## config.mk

```make
export PLATFORM = sky130hd
export DESIGN_NAME = alu_cmd_driver
export DESIGN_NICKNAME = d
export VERILOG_FILES = /design/src/rtl/alu_cmd_driver.sv
export SDC_FILE = /design/constraint.sdc
export NUM_CORES = 1
export LEC_CHECK = 0
export ABC_CLOCK_PERIOD_IN_PS = 2200
export BUFFER_PORTS_ARGS = -buffer_cell sky130_fd_sc_hd__buf_2
export CAP_MARGIN = 25
export CORE_MARGIN = 1
export CORE_UTILIZATION = 47
export CTS_BUF_LIST = sky130_fd_sc_hd__clkbuf_4
export DETAILED_ROUTE_END_ITERATION = 8
export GPL_TIMING_DRIVEN = 0
export PLACE_DENSITY_LB_ADDON = 0.3
export SETUP_SLACK_MARGIN = 0.02
export SLEW_MARGIN = 30
export SYNTH_ARGS = -nofsm -noshare
export SYNTH_HDL_FRONTEND = slang
export SYNTH_SLANG_ARGS = --single-unit
```

## constraint.sdc

```tcl
create_clock -name clk -period 2.2 [get_ports clk]
set_clock_uncertainty 0.2 [all_clocks]
set_input_delay 0.55 -clock clk [delete_from_list [all_inputs] [get_ports clk]]
set_output_delay 0.55 -clock clk [all_outputs]
set_load 0.005 [all_outputs]
```

## src/rtl/alu_cmd_driver.sv

```systemverilog
// Valid/ready command driver for a handshake-less combinational ALU: launches operands,
// waits SETTLE cycles, captures the result and holds it on a response port. Optional
// golden-model self-check is enabled by defining ALU_DRV_CHECK_EN.
module alu_cmd_driver #(
    parameter int WIDTH  = 5,
    parameter int SETTLE = 1
) (
    input  logic             clk,
    input  logic             rst_n,
    input  logic             req_valid,
    output logic             req_ready,
    input  logic [1:0]       req_op,
    input  logic [WIDTH-1:0] req_a,
    input  logic [WIDTH-1:0] req_b,
    output logic [WIDTH-1:0] alu_a,
    output logic [WIDTH-1:0] alu_b,
    output logic [1:0]       alu_sel,
    input  logic [WIDTH-1:0] alu_out,
    output logic             rsp_valid,
    input  logic             rsp_ready,
    output logic [WIDTH-1:0] rsp_data,
    output logic [1:0]       rsp_op,
    output logic             busy,
    output logic [7:0]       op_count,
    output logic             mismatch
);

    typedef enum logic [1:0] {
        IDLE = 2'd0,
        WAIT = 2'd1,
        RESP = 2'd2
    } state_t;

    localparam logic [3:0] CNT_INIT = 4'(SETTLE - 1);

    state_t     state;
    logic [3:0] cnt;
    logic       capture;

    // In RESP the slot frees on the same edge the response is taken, so a new
    // request can be accepted without an idle bubble.
    assign req_ready = (state == IDLE) || ((state == RESP) && rsp_ready);
    assign busy      = (state != IDLE);
    assign capture   = (state == WAIT) && (cnt == 4'd0);

    always_ff @(posedge clk or negedge rst_n) begin
        if (!rst_n) begin
            state     <= IDLE;
            cnt       <= 4'd0;
            alu_a     <= '0;
            alu_b     <= '0;
            alu_sel   <= 2'b00;
            rsp_valid <= 1'b0;
            rsp_data  <= '0;
            rsp_op    <= 2'b00;
            op_count  <= 8'd0;
        end else begin
            case (state)
                IDLE: begin
                    if (req_valid) begin
                        alu_a   <= req_a;
                        alu_b   <= req_b;
                        alu_sel <= req_op;
                        cnt     <= CNT_INIT;
                        state   <= WAIT;
                    end
                end
                WAIT: begin
                    if (cnt != 4'd0) begin
                        cnt <= cnt - 4'd1;
                    end else begin
                        rsp_data  <= alu_out;
                        rsp_op    <= alu_sel;
                        rsp_valid <= 1'b1;
                        state     <= RESP;
                    end
                end
                RESP: begin
                    if (rsp_ready) begin
                        op_count  <= op_count + 8'd1;
                        rsp_valid <= 1'b0;
                        if (req_valid) begin
                            alu_a   <= req_a;
                            alu_b   <= req_b;
                            alu_sel <= req_op;
                            cnt     <= CNT_INIT;
                            state   <= WAIT;
                        end else begin
                            state <= IDLE;
                        end
                    end
                end
                default: begin
                    state <= IDLE;
                end
            endcase
        end
    end

`ifdef ALU_DRV_CHECK_EN
    logic [WIDTH-1:0] model_out;

    always_comb begin
        model_out = '0;
        case (alu_sel)
            2'b00:   model_out = alu_a & alu_b;
            2'b01:   model_out = alu_a + alu_b;
            2'b10:   model_out = alu_a | alu_b;
            default: model_out = alu_a ^ alu_b;
        endcase
    end

    // Sticky until reset so a single transient ALU fault is never lost.
    always_ff @(posedge clk or negedge rst_n) begin
        if (!rst_n) begin
            mismatch <= 1'b0;
        end else if (capture && (alu_out != model_out)) begin
            mismatch <= 1'b1;
        end
    end
`else
    logic unused_capture;
    assign unused_capture = capture;
    assign mismatch       = 1'b0;
`endif

endmodule
```

# --- After elaboration in Yosys (flattened, before gate mapping) ---
# Cells that the tools add are included.
word_totals:
  register_bits: 34
  latchBits: 0
  mem_bits_rw: 0
  rom_bits: 0
  out_inout_bits: 31
  wordCells: 53
  n_memories: 0
classes:
  n_addsub: 2
  multipliers: 0
  div_mod_pow: 0
  order_cmp: 0
  eq_ne: 6
  shifts: 0
  muxes: 21
  n_bitwise: 1
  n_reduce_logical: 14
op_table:
  columns: ["op", "n"]
  rows:
  - ["two-way mux 5 bit", 4]
  - ["case mux 5 bit (2 select lines)", 2]
  - ["two-way mux 4 bit", 3]
  - ["case mux 4 bit (3 select lines)", 1]
  - ["two-way mux 2 bit", 5]
  - ["AND reduction 3 bit", 3]
  - ["adder 8 x 1 -> 8 bit (second input constant)", 1]
  - ["inequality test 2 bit (second input constant)", 3]
  - ["case mux 2 bit (3 select lines)", 1]
  - ["AND reduction 2 bit", 3]
  - ["nonzero test 2 bit", 3]
  - ["case mux 2 bit (2 select lines)", 1]
  - ["nonzero test 4 bit", 1]
  - ["subtractor 4 x 1 -> 4 bit (second input constant)", 1]
  - ["two-way mux 1 bit", 3]
  - ["nonzero test 3 bit", 1]
  - ["equality test 2 x 1 -> 1 bit (second input constant)", 1]
  - ["equality test 2 bit (second input constant)", 1]
  - ["logical NOT 2 bit", 1]
  - ["inequality test 2 x 1 -> 1 bit (second input constant)", 1]
  - ["case mux 1 bit (2 select lines)", 1]
  - ["logical AND 1 bit", 1]
  - ["logical OR 1 bit", 1]
  - ["inverter 1 bit", 1]

# --- Longest topological paths before layout ---
# Gate-level depths: netlist of run 1.
logic_depth:
  depth_word: 3
  ltp_mapped: 6

# --- Least setup slack after synthesis of run 1 ---
# Ideal clock, no wire load.
synth_timing:
  kind: "flip-flop to flip-flop"
  from: "register cnt[0]"
  to: "register rsp_data[0]"
  setup_time_ps: 125
  arrival_time_ps: 1455
  required_time_ps: 1875
  setup_slack_ps: 420
  stages_incl_launch_ff: 7
  path_buffers: 1
  synth_period_minus_slack_ps: 1780
  path_cell_list: "dfrtp_1 inv_1 ha_1 nand3b_4 or3_1 buf_6 mux2_4"
synth_via:
  elab_chain_cells: 3
synth_rtl:
  columns: ["element", "line_no", "text"]
  rows:
  - ["start, declared", "37", "logic [3:0] cnt;"]
  - ["start signal, assigned", "70", "cnt <= cnt - 4'd1;"]
  - ["nonzero test 4 bit", "69", "if (cnt != 4'd0) begin"]
  - ["inverter 1 bit (no line)", null, null]
  - ["AND reduction 2 bit (no line)", null, null]
  - ["end signal, assigned", "72", "rsp_data <= alu_out;"]
  - ["end, declared", "21", "output logic [WIDTH-1:0] rsp_data,"]
# Every way passes these cells.
# A chain may end at the register's enable or synchronous reset.

# --- Worst setup path after layout of run 1 ---
layout_timing:
  from: "register state[0]"
  to: "output port busy"
layout_via:
  elab_chain_cells: 1
layout_rtl:
  columns: ["element", "line_no", "text"]
  rows:
  - ["start, declared", "36", "state_t state;"]
  - ["start signal, assigned", "48", "state <= IDLE;"]
  - ["start signal, assigned", "65", "state <= WAIT;"]
  - ["start signal, assigned", "75", "state <= RESP;"]
  - ["nonzero test 2 bit", "43", "assign busy = (state != IDLE);"]
  - ["end, declared", "23", "output logic busy,"]
# Every way passes these cells.

==> metrics.md, run 1 <==
| Metric | Value |
|---|---|
| Non-filler cells, final | 194 |
| Static Leak | 0.9470 nW |
| Total negative setup slack | 0 ps |
| Crit-path max cell delay | 420 ps |
| Status | finished with violations |
| Synth Register Bits | 34 |
| Drt first pass iters | 6 |
| Pwr dens | 1313 nW/um^2 |
| Maximum net fanout on the critical path | 10 |
| Critical Path Start Type | register |
| Total CTS buffers | 5 |
| Clock Pin Slew Worst Setup and Hold Paths | 100 ps |
| Max Fclk | 0.4737 GHz |
| Setup crit end kind | output pin |
| Violated checks | design-rule violations |
| Syn avg cell area | 13.92 sq um |
| DRT antenna net count | 0 |
| Share of cells above drive strength 1 | 52.15% |
| Sequential cell area fraction in the yosys report | 57.68% |
| Netlist Area Pre-Place | 1475 sq um |
| Die X | 58.03 um |
| Syn. warnings | 0 |
| MaxCap Viol Count | 0 |
| Residual DRC | 2 |
| Clk sink count | 34 |
| Crit-path leading delay family | flip-flops |
| Period utilisation layout | 95.95% |
| Placed wire-length estimate | 1.947 mm |
| Initial antenna violation count | 0 |
| Nets | 186 |
| Least-Margin Pin Slew | 721.7 ps |
| Pin count of the biggest net entering global routing | 35 |
| Full die area | 3367 sq um |
| Synthesis-to-finish area growth | 23.16% |
| CP max stage cell | dfrtp_1 |
| Critical Path, Cell by Cell | buf_2, or2_2, buf_2 |
| Die Ht | 58.03 um |
| Syn Nets | 129 |
| Type of the worst setup path | register to output pin |
| R2R cell count | 6 |
| Hold_buf cts | 0 |
| Yosys top cell by area | dfrtp_1 |
| Antenna diodes | 0 |
| Drt wl/cell | 13.66 um |
| Post-route minimum period | 2111 ps |
| DP Cell Count | 187 |
| Remaining global-route overflow | 0 |
| CP Depth | 3 |
| Final Setup Violations | 0 |
| Slew Limit Fails | 0 |
| Global-route wire length before repair | 4.381 mm |
| Share of the synthesized area in the top cell type | 57.68% |
| Vias in the first global route | 973 |
| Syn Inst Count | 106 |
| Clk buf depth | 2 |
| VDD IR max | 0.6127 mV |
| Io pins | 52 |
| Unrepaired setup endpoints after global routing | no |
| Tot GR Track Use | 17.75% |
| Netlist cell types | 31 |
| CTS H-tree depth | 2 |
| Clk root buf | clkbuf_4 |
| CTS tree | done |
| IO buf count | 50 |
| Req. time, crit path | 1450 ps |
| Routability cong. | 0.7868 |
| Critical Path Most Common Cell | buf_2 |
| Rel. slew slack | 51.89% |
| Core footprint | 2853 sq um |
| Initial core utilization | 51.71% |
| Worst-Skew Late Latency | 330 ps |
| Drt total wl | 2.650 mm |
| Postcts setup bufs | 0 |
| Vias per cell | 5.093 |
| Synth top area cells | dfrtp_1 (58%), mux2_2 (9.9%), mux2_4 (7.1%), xnor2_1 (2.4%), xor2_1 (2.4%) |
| Iteration-0 DRC Markers | 15 |
| Tot Pwr | 2.386 mW |
| Placement Rows | 19 |
| Worst hold-check path type | input pin to asynchronous set/reset pin |
| Via Count | 988 |
| # resized after CTS | 0 |
| Bufs and invs on worst path | 2 |
| Fin. Hold Viols | 0 |
| CP arrival | 1360 ps |
[cells in the mapped netlist]
master,number
dfrtp_1,34
buf_6,1
mux2i_1,1
buf_4,2
o32ai_1,1
o2bb2ai_1,2
or3_1,1
mux2_2,13
o21ai_0,1
nand3_1,3
o22ai_1,2
nor3b_1,1
xor2_1,4
conb_1,1
nand3b_1,1
buf_2,1
ha_1,2
nand4_1,1
or2_2,2
nor2_1,2
and4b_1,1
nand2b_1,4
and2b_1,1
xnor2_1,4
nor3_1,3
nand2_1,4
mux2_4,7
nand3b_4,1
nor3_4,1
inv_1,3
and3_1,1
[routing by layer]
layer / vias to the layer above / routed length, um / GRT usage [%]
li1: 481 / - / -
met1: 479 / 1122 / 21.49
met2: 26 / 1374 / 28.90
met3: 2 / 137 / 7.589
met4: 0 / 16 / 5.442
met5: - / 0 / 0
[stage by stage]
| step | setup WS, ps | hold WS [ps] | area [sq um] | utilization [%] |
|---|---|---|---|---|
| after floorplan | 420.0 | 54.41 | 1475 | - |
| after global routing | 24.95 | 111.7 | 1817 | 63.68 |
| after global placement | 195.0 | 258.0 | 1764 | 61.84 |
| final | 89.16 | 66.31 | 1817 | 63.68 |
| after CTS | 69.69 | 86.69 | 1817 | 63.68 |
| after detailed placement | 172.8 | 263.4 | 1764 | 61.84 |
[kinds of logic (layout without fill, tap and decap cells)]
kind of cell             after synthesis  count (layout)  synth area share (%)
AO/OA/AOI/OAI                          6               6                 2.968
XOR/XNOR                               8               8                 4.749
adder cells (fa/ha/maj)                2               2                 1.696
buffers and inverters                  7              64                 2.883
flip-flops                            34              34                 57.68
multiplexers                          21              21                 17.73
other                                  1               1                0.2542
AND/OR/NAND/NOR                       27              27                 12.04
[final cells by class]
class | instances | area [sq um]
sequential | 34 | 850.8
tap | 31 | 38.79
multi-input combinational | 65 | 581.8
inverter | 3 | 11.26
fill | 242 | 1036
timing repair buffer | 50 | 250.2
clock buffer | 6 | 45.04
buffer | 4 | 31.28
clock inverter | 1 | 7.507
[placed cells by master, fill, tap and decap left out]
master / instances
buf_2: 51
clkinvlp_4: 1
dfrtp_1: 34
nor2_1: 2
o21ai_0: 1
nand3_1: 3
conb_1: 1
nand2_1: 4
buf_6: 1
mux2_4: 7
and3_1: 1
o2bb2ai_1: 2
nand3b_4: 1
xor2_1: 4
nor3_1: 3
inv_1: 3
and4b_1: 1
o22ai_1: 2
or2_2: 2
and2b_1: 1
nor3_4: 1
mux2i_1: 1
mux2_2: 13
o32ai_1: 1
nand3b_1: 1
ha_1: 2
nand2b_1: 4
buf_4: 2
or3_1: 1
nand4_1: 1
clkbuf_4: 6
xnor2_1: 4
nor3b_1: 1
[power by group]
| group | switching [mW] | internal, mW | leakage (nW) |
|---|---|---|---|
| logic | 0.392 | 0.596 | 0.502 |
| registers | 0.176 | 0.887 | 0.418 |
| clock network | 0.203 | 0.132 | 0.0278 |
| total | 0.771 | 1.61 | 0.947 |
[worst paths after layout]
| kind | from | end | slack, ps |
|---|---|---|---|
| max in group asynchronous | rst_n | rsp_op[1] | 1270 |
| worst min register to register | op_count[7] | op_count[7] | 280 |
| worst min-delay path | rst_n | state[1] | 70 |
| worst max register to register | cnt[0] | rsp_data[4] | 340 |
| worst max-delay path | state[0] | busy | 90 |
| min in group clk | alu_out[0] | rsp_data[0] | 240 |
[state kept, by name (all words and copies together), names as in the netlist]
register / flops
state: 2
rsp_data: 5
alu_sel: 2
rsp_valid: 1
op_count: 8
cnt: 4
rsp_op: 2
alu_a: 5
alu_b: 5
Note: power is estimated with default switching activity, not from simulation.
==> run 2, diff against run 1 <==
--- a/config.mk
+++ b/config.mk
@@ -12,7 +12,6 @@
 export CORE_UTILIZATION = 47
 export CTS_BUF_LIST = sky130_fd_sc_hd__clkbuf_4
 export DETAILED_ROUTE_END_ITERATION = 8
-export GPL_TIMING_DRIVEN = 0
 export PLACE_DENSITY_LB_ADDON = 0.3
 export SETUP_SLACK_MARGIN = 0.02
 export SLEW_MARGIN = 30
==> metrics.md, run 2 (synthesis results as in run 1) <==
| Metric | Value |
|---|---|
| Drt total wl | 2.602 mm (was 2.650 mm) |
| Iteration-0 DRC Markers | 15 (unchanged) |
| Final Setup Violations | 0 (unchanged) |
| Period utilisation layout | 96.07% (was 95.95%) |
| Tot GR Track Use | 17.23% (was 17.75%) |
| Pin count of the biggest net entering global routing | 35 (unchanged) |
| Residual DRC | 2 (unchanged) |
| Full die area | 3367 sq um (unchanged) |
| Violated checks | design-rule violations (unchanged) |
| Status | finished with violations (unchanged) |
| Setup crit end kind | output pin (unchanged) |
| Total CTS buffers | 5 (unchanged) |
| IO buf count | 50 (unchanged) |
| Final Util | 64.17% (was 63.68%) |
| Antenna diodes | 0 (unchanged) |
| Rel. slew slack | 53.61% (was 51.89%) |
| Worst-Skew Late Latency | 320 ps (was 330 ps) |
| Sequential Area | 850.8 sq um (unchanged) |
| CTS H-tree depth | 2 (unchanged) |
| CTS tree | done (unchanged) |
| VDD IR max | 0.6926 mV (was 0.6127 mV) |
| Slew Limit Fails | 0 (unchanged) |
| Nets | 184 (was 186) |
| Drt wl/cell | 13.48 um (was 13.66 um) |
| Share of cells above drive strength 1 | 51.85% (was 52.15%) |
| Max Fclk | 0.4731 GHz (was 0.4737 GHz) |
| Commonest non-fill, non-tap cell in the layout | buf_2 (unchanged) |
| Vias in the first global route | 913 (was 973) |
| Io pins | 52 (unchanged) |
| Most frequent cells in the layout | buf_2 (50), dfrtp_1 (34), mux2_2 (13), mux2_4 (7), clkbuf_4 (7) (was buf_2 (51), dfrtp_1 (34), mux2_2 (13), mux2_4 (7), clkbuf_4 (6)) |
| Worst hold-check path type | input pin to asynchronous set/reset pin (unchanged) |
| Unrepaired setup endpoints after global routing | no (unchanged) |
| Vias per cell | 5.130 (was 5.093) |
| Routability cong. | 0.8026 (was 0.7868) |
| Hold_buf cts | 0 (unchanged) |
| Drt first pass iters | 6 (unchanged) |
| MaxCap Viol Count | 0 (unchanged) |
| Core footprint | 2853 sq um (unchanged) |
| Initial core utilization | 51.71% (unchanged) |
| Via Count | 990 (was 988) |
| Max FFs per register | 8 (unchanged) |
| Least-Margin Pin Slew | 695.8 ps (was 721.7 ps) |
| Critical Path Start Type | register (unchanged) |
| Synthesis-to-finish area growth | 24.09% (was 23.16%) |
| Placed wire-length estimate | 1.967 mm (was 1.947 mm) |
| Global-route wire length before repair | 4.160 mm (was 4.381 mm) |
| Initial antenna violation count | 0 (unchanged) |
| DRT antenna net count | 0 (unchanged) |
| Total negative setup slack | 0 ps (unchanged) |
| Clock Pin Slew Worst Setup and Hold Paths | 100 ps (about the same) |
| Maximum net fanout on the critical path | 9 (was 10) |
| Die X | 58.03 um (unchanged) |
| Placement Rows | 19 (unchanged) |
| Fin. Hold Viols | 0 (unchanged) |
| Clk buf depth | 2 (unchanged) |
| Pwr dens | 1368 nW/um^2 (was 1313 nW/um^2) |
| Filler cells | 235 (was 242) |
| Largest Register | op_count (unchanged) |
| Die Ht | 58.03 um (unchanged) |
| Area of the multi-input gates | 581.8 sq um (unchanged) |
| # resized after CTS | 0 (unchanged) |
| Clk root buf | clkbuf_4 (unchanged) |
| Postcts setup bufs | 0 (unchanged) |
| Req. time, crit path | 1450 ps (about the same) |
| Post-route minimum period | 2114 ps (was 2111 ps) |
| CP arrival | 1360 ps (about the same) |
| Static Leak | 0.9549 nW (was 0.9470 nW) |
| Remaining global-route overflow | 0 (unchanged) |
| Clk sink count | 34 (unchanged) |
| Type of the worst setup path | register to output pin (unchanged) |
[run 2: changes by cell type in the layout (fill, tap and decap cells not counted), sizes merged]
| cell | previous run | this run |
|---|---|---|
| buf | 54 | 52 |
| bufinv | 0 | 1 |
| clkbuf | 6 | 7 |
| clkinvlp | 1 | 0 |
[run 2: path summary, 6_finish.rpt]
kind,cells past startpoint,startpoint,to,slack [ps]
max,3,state[0],busy,90
min,1,rst_n,cnt[3],60
max reg2reg,5,cnt[0],rsp_data[1],210
min reg2reg,1,op_count[7],op_count[7],280
max in group asynchronous,1,rst_n,alu_b[2],1290
min in group clk,2,alu_out[2],rsp_data[2],250
[run 2: layout make-up]
type	instances	area share [%]
repair buffers	52	14.49
flip-flops and latches	34	46.48
clock buffers	7	2.871
well taps	31	2.119
multi-input cells	65	31.78
clock inverters	1	1.640
inverters	3	0.6152
[run 2: layer usage]
layer / part of all wire [%] / vias up / GRT usage, %
met3: 4.8 / 7 / 4.688
met4: 2.0 / 0 / 8.163
met1: 43 / 479 / 21.04
met2: 50 / 26 / 28.41
li1: - / 478 / -
met5: 0 / - / 0
[run 2: through the flow]
stage                     worst slack [ps]  hold WS (ps)  cell area [sq um]  cells  total power [mW]
after floorplan                      420.0         54.41               1475    106             1.709
after global placement               271.9         257.1               1748    185             2.021
after detailed placement             223.9         252.4               1748    185             2.070
after CTS                            65.49         81.10               1831    193             2.535
after global routing                 40.15         111.0               1831    193             2.680
final                                86.42         60.75               1831    193             2.504
[run 2: power by group]
part           leakage, nW  internal, mW  total, mW  switching (mW)
logic                0.491         0.586      0.969           0.384
registers            0.418         0.887       1.07           0.185
clock network       0.0463         0.266      0.462           0.197
[run 2: critical path, stage by stage (launching register included)]
cell,delay (ps)
dfrtp_1,440
buf_4,190
or2_2,290
buf_2,120
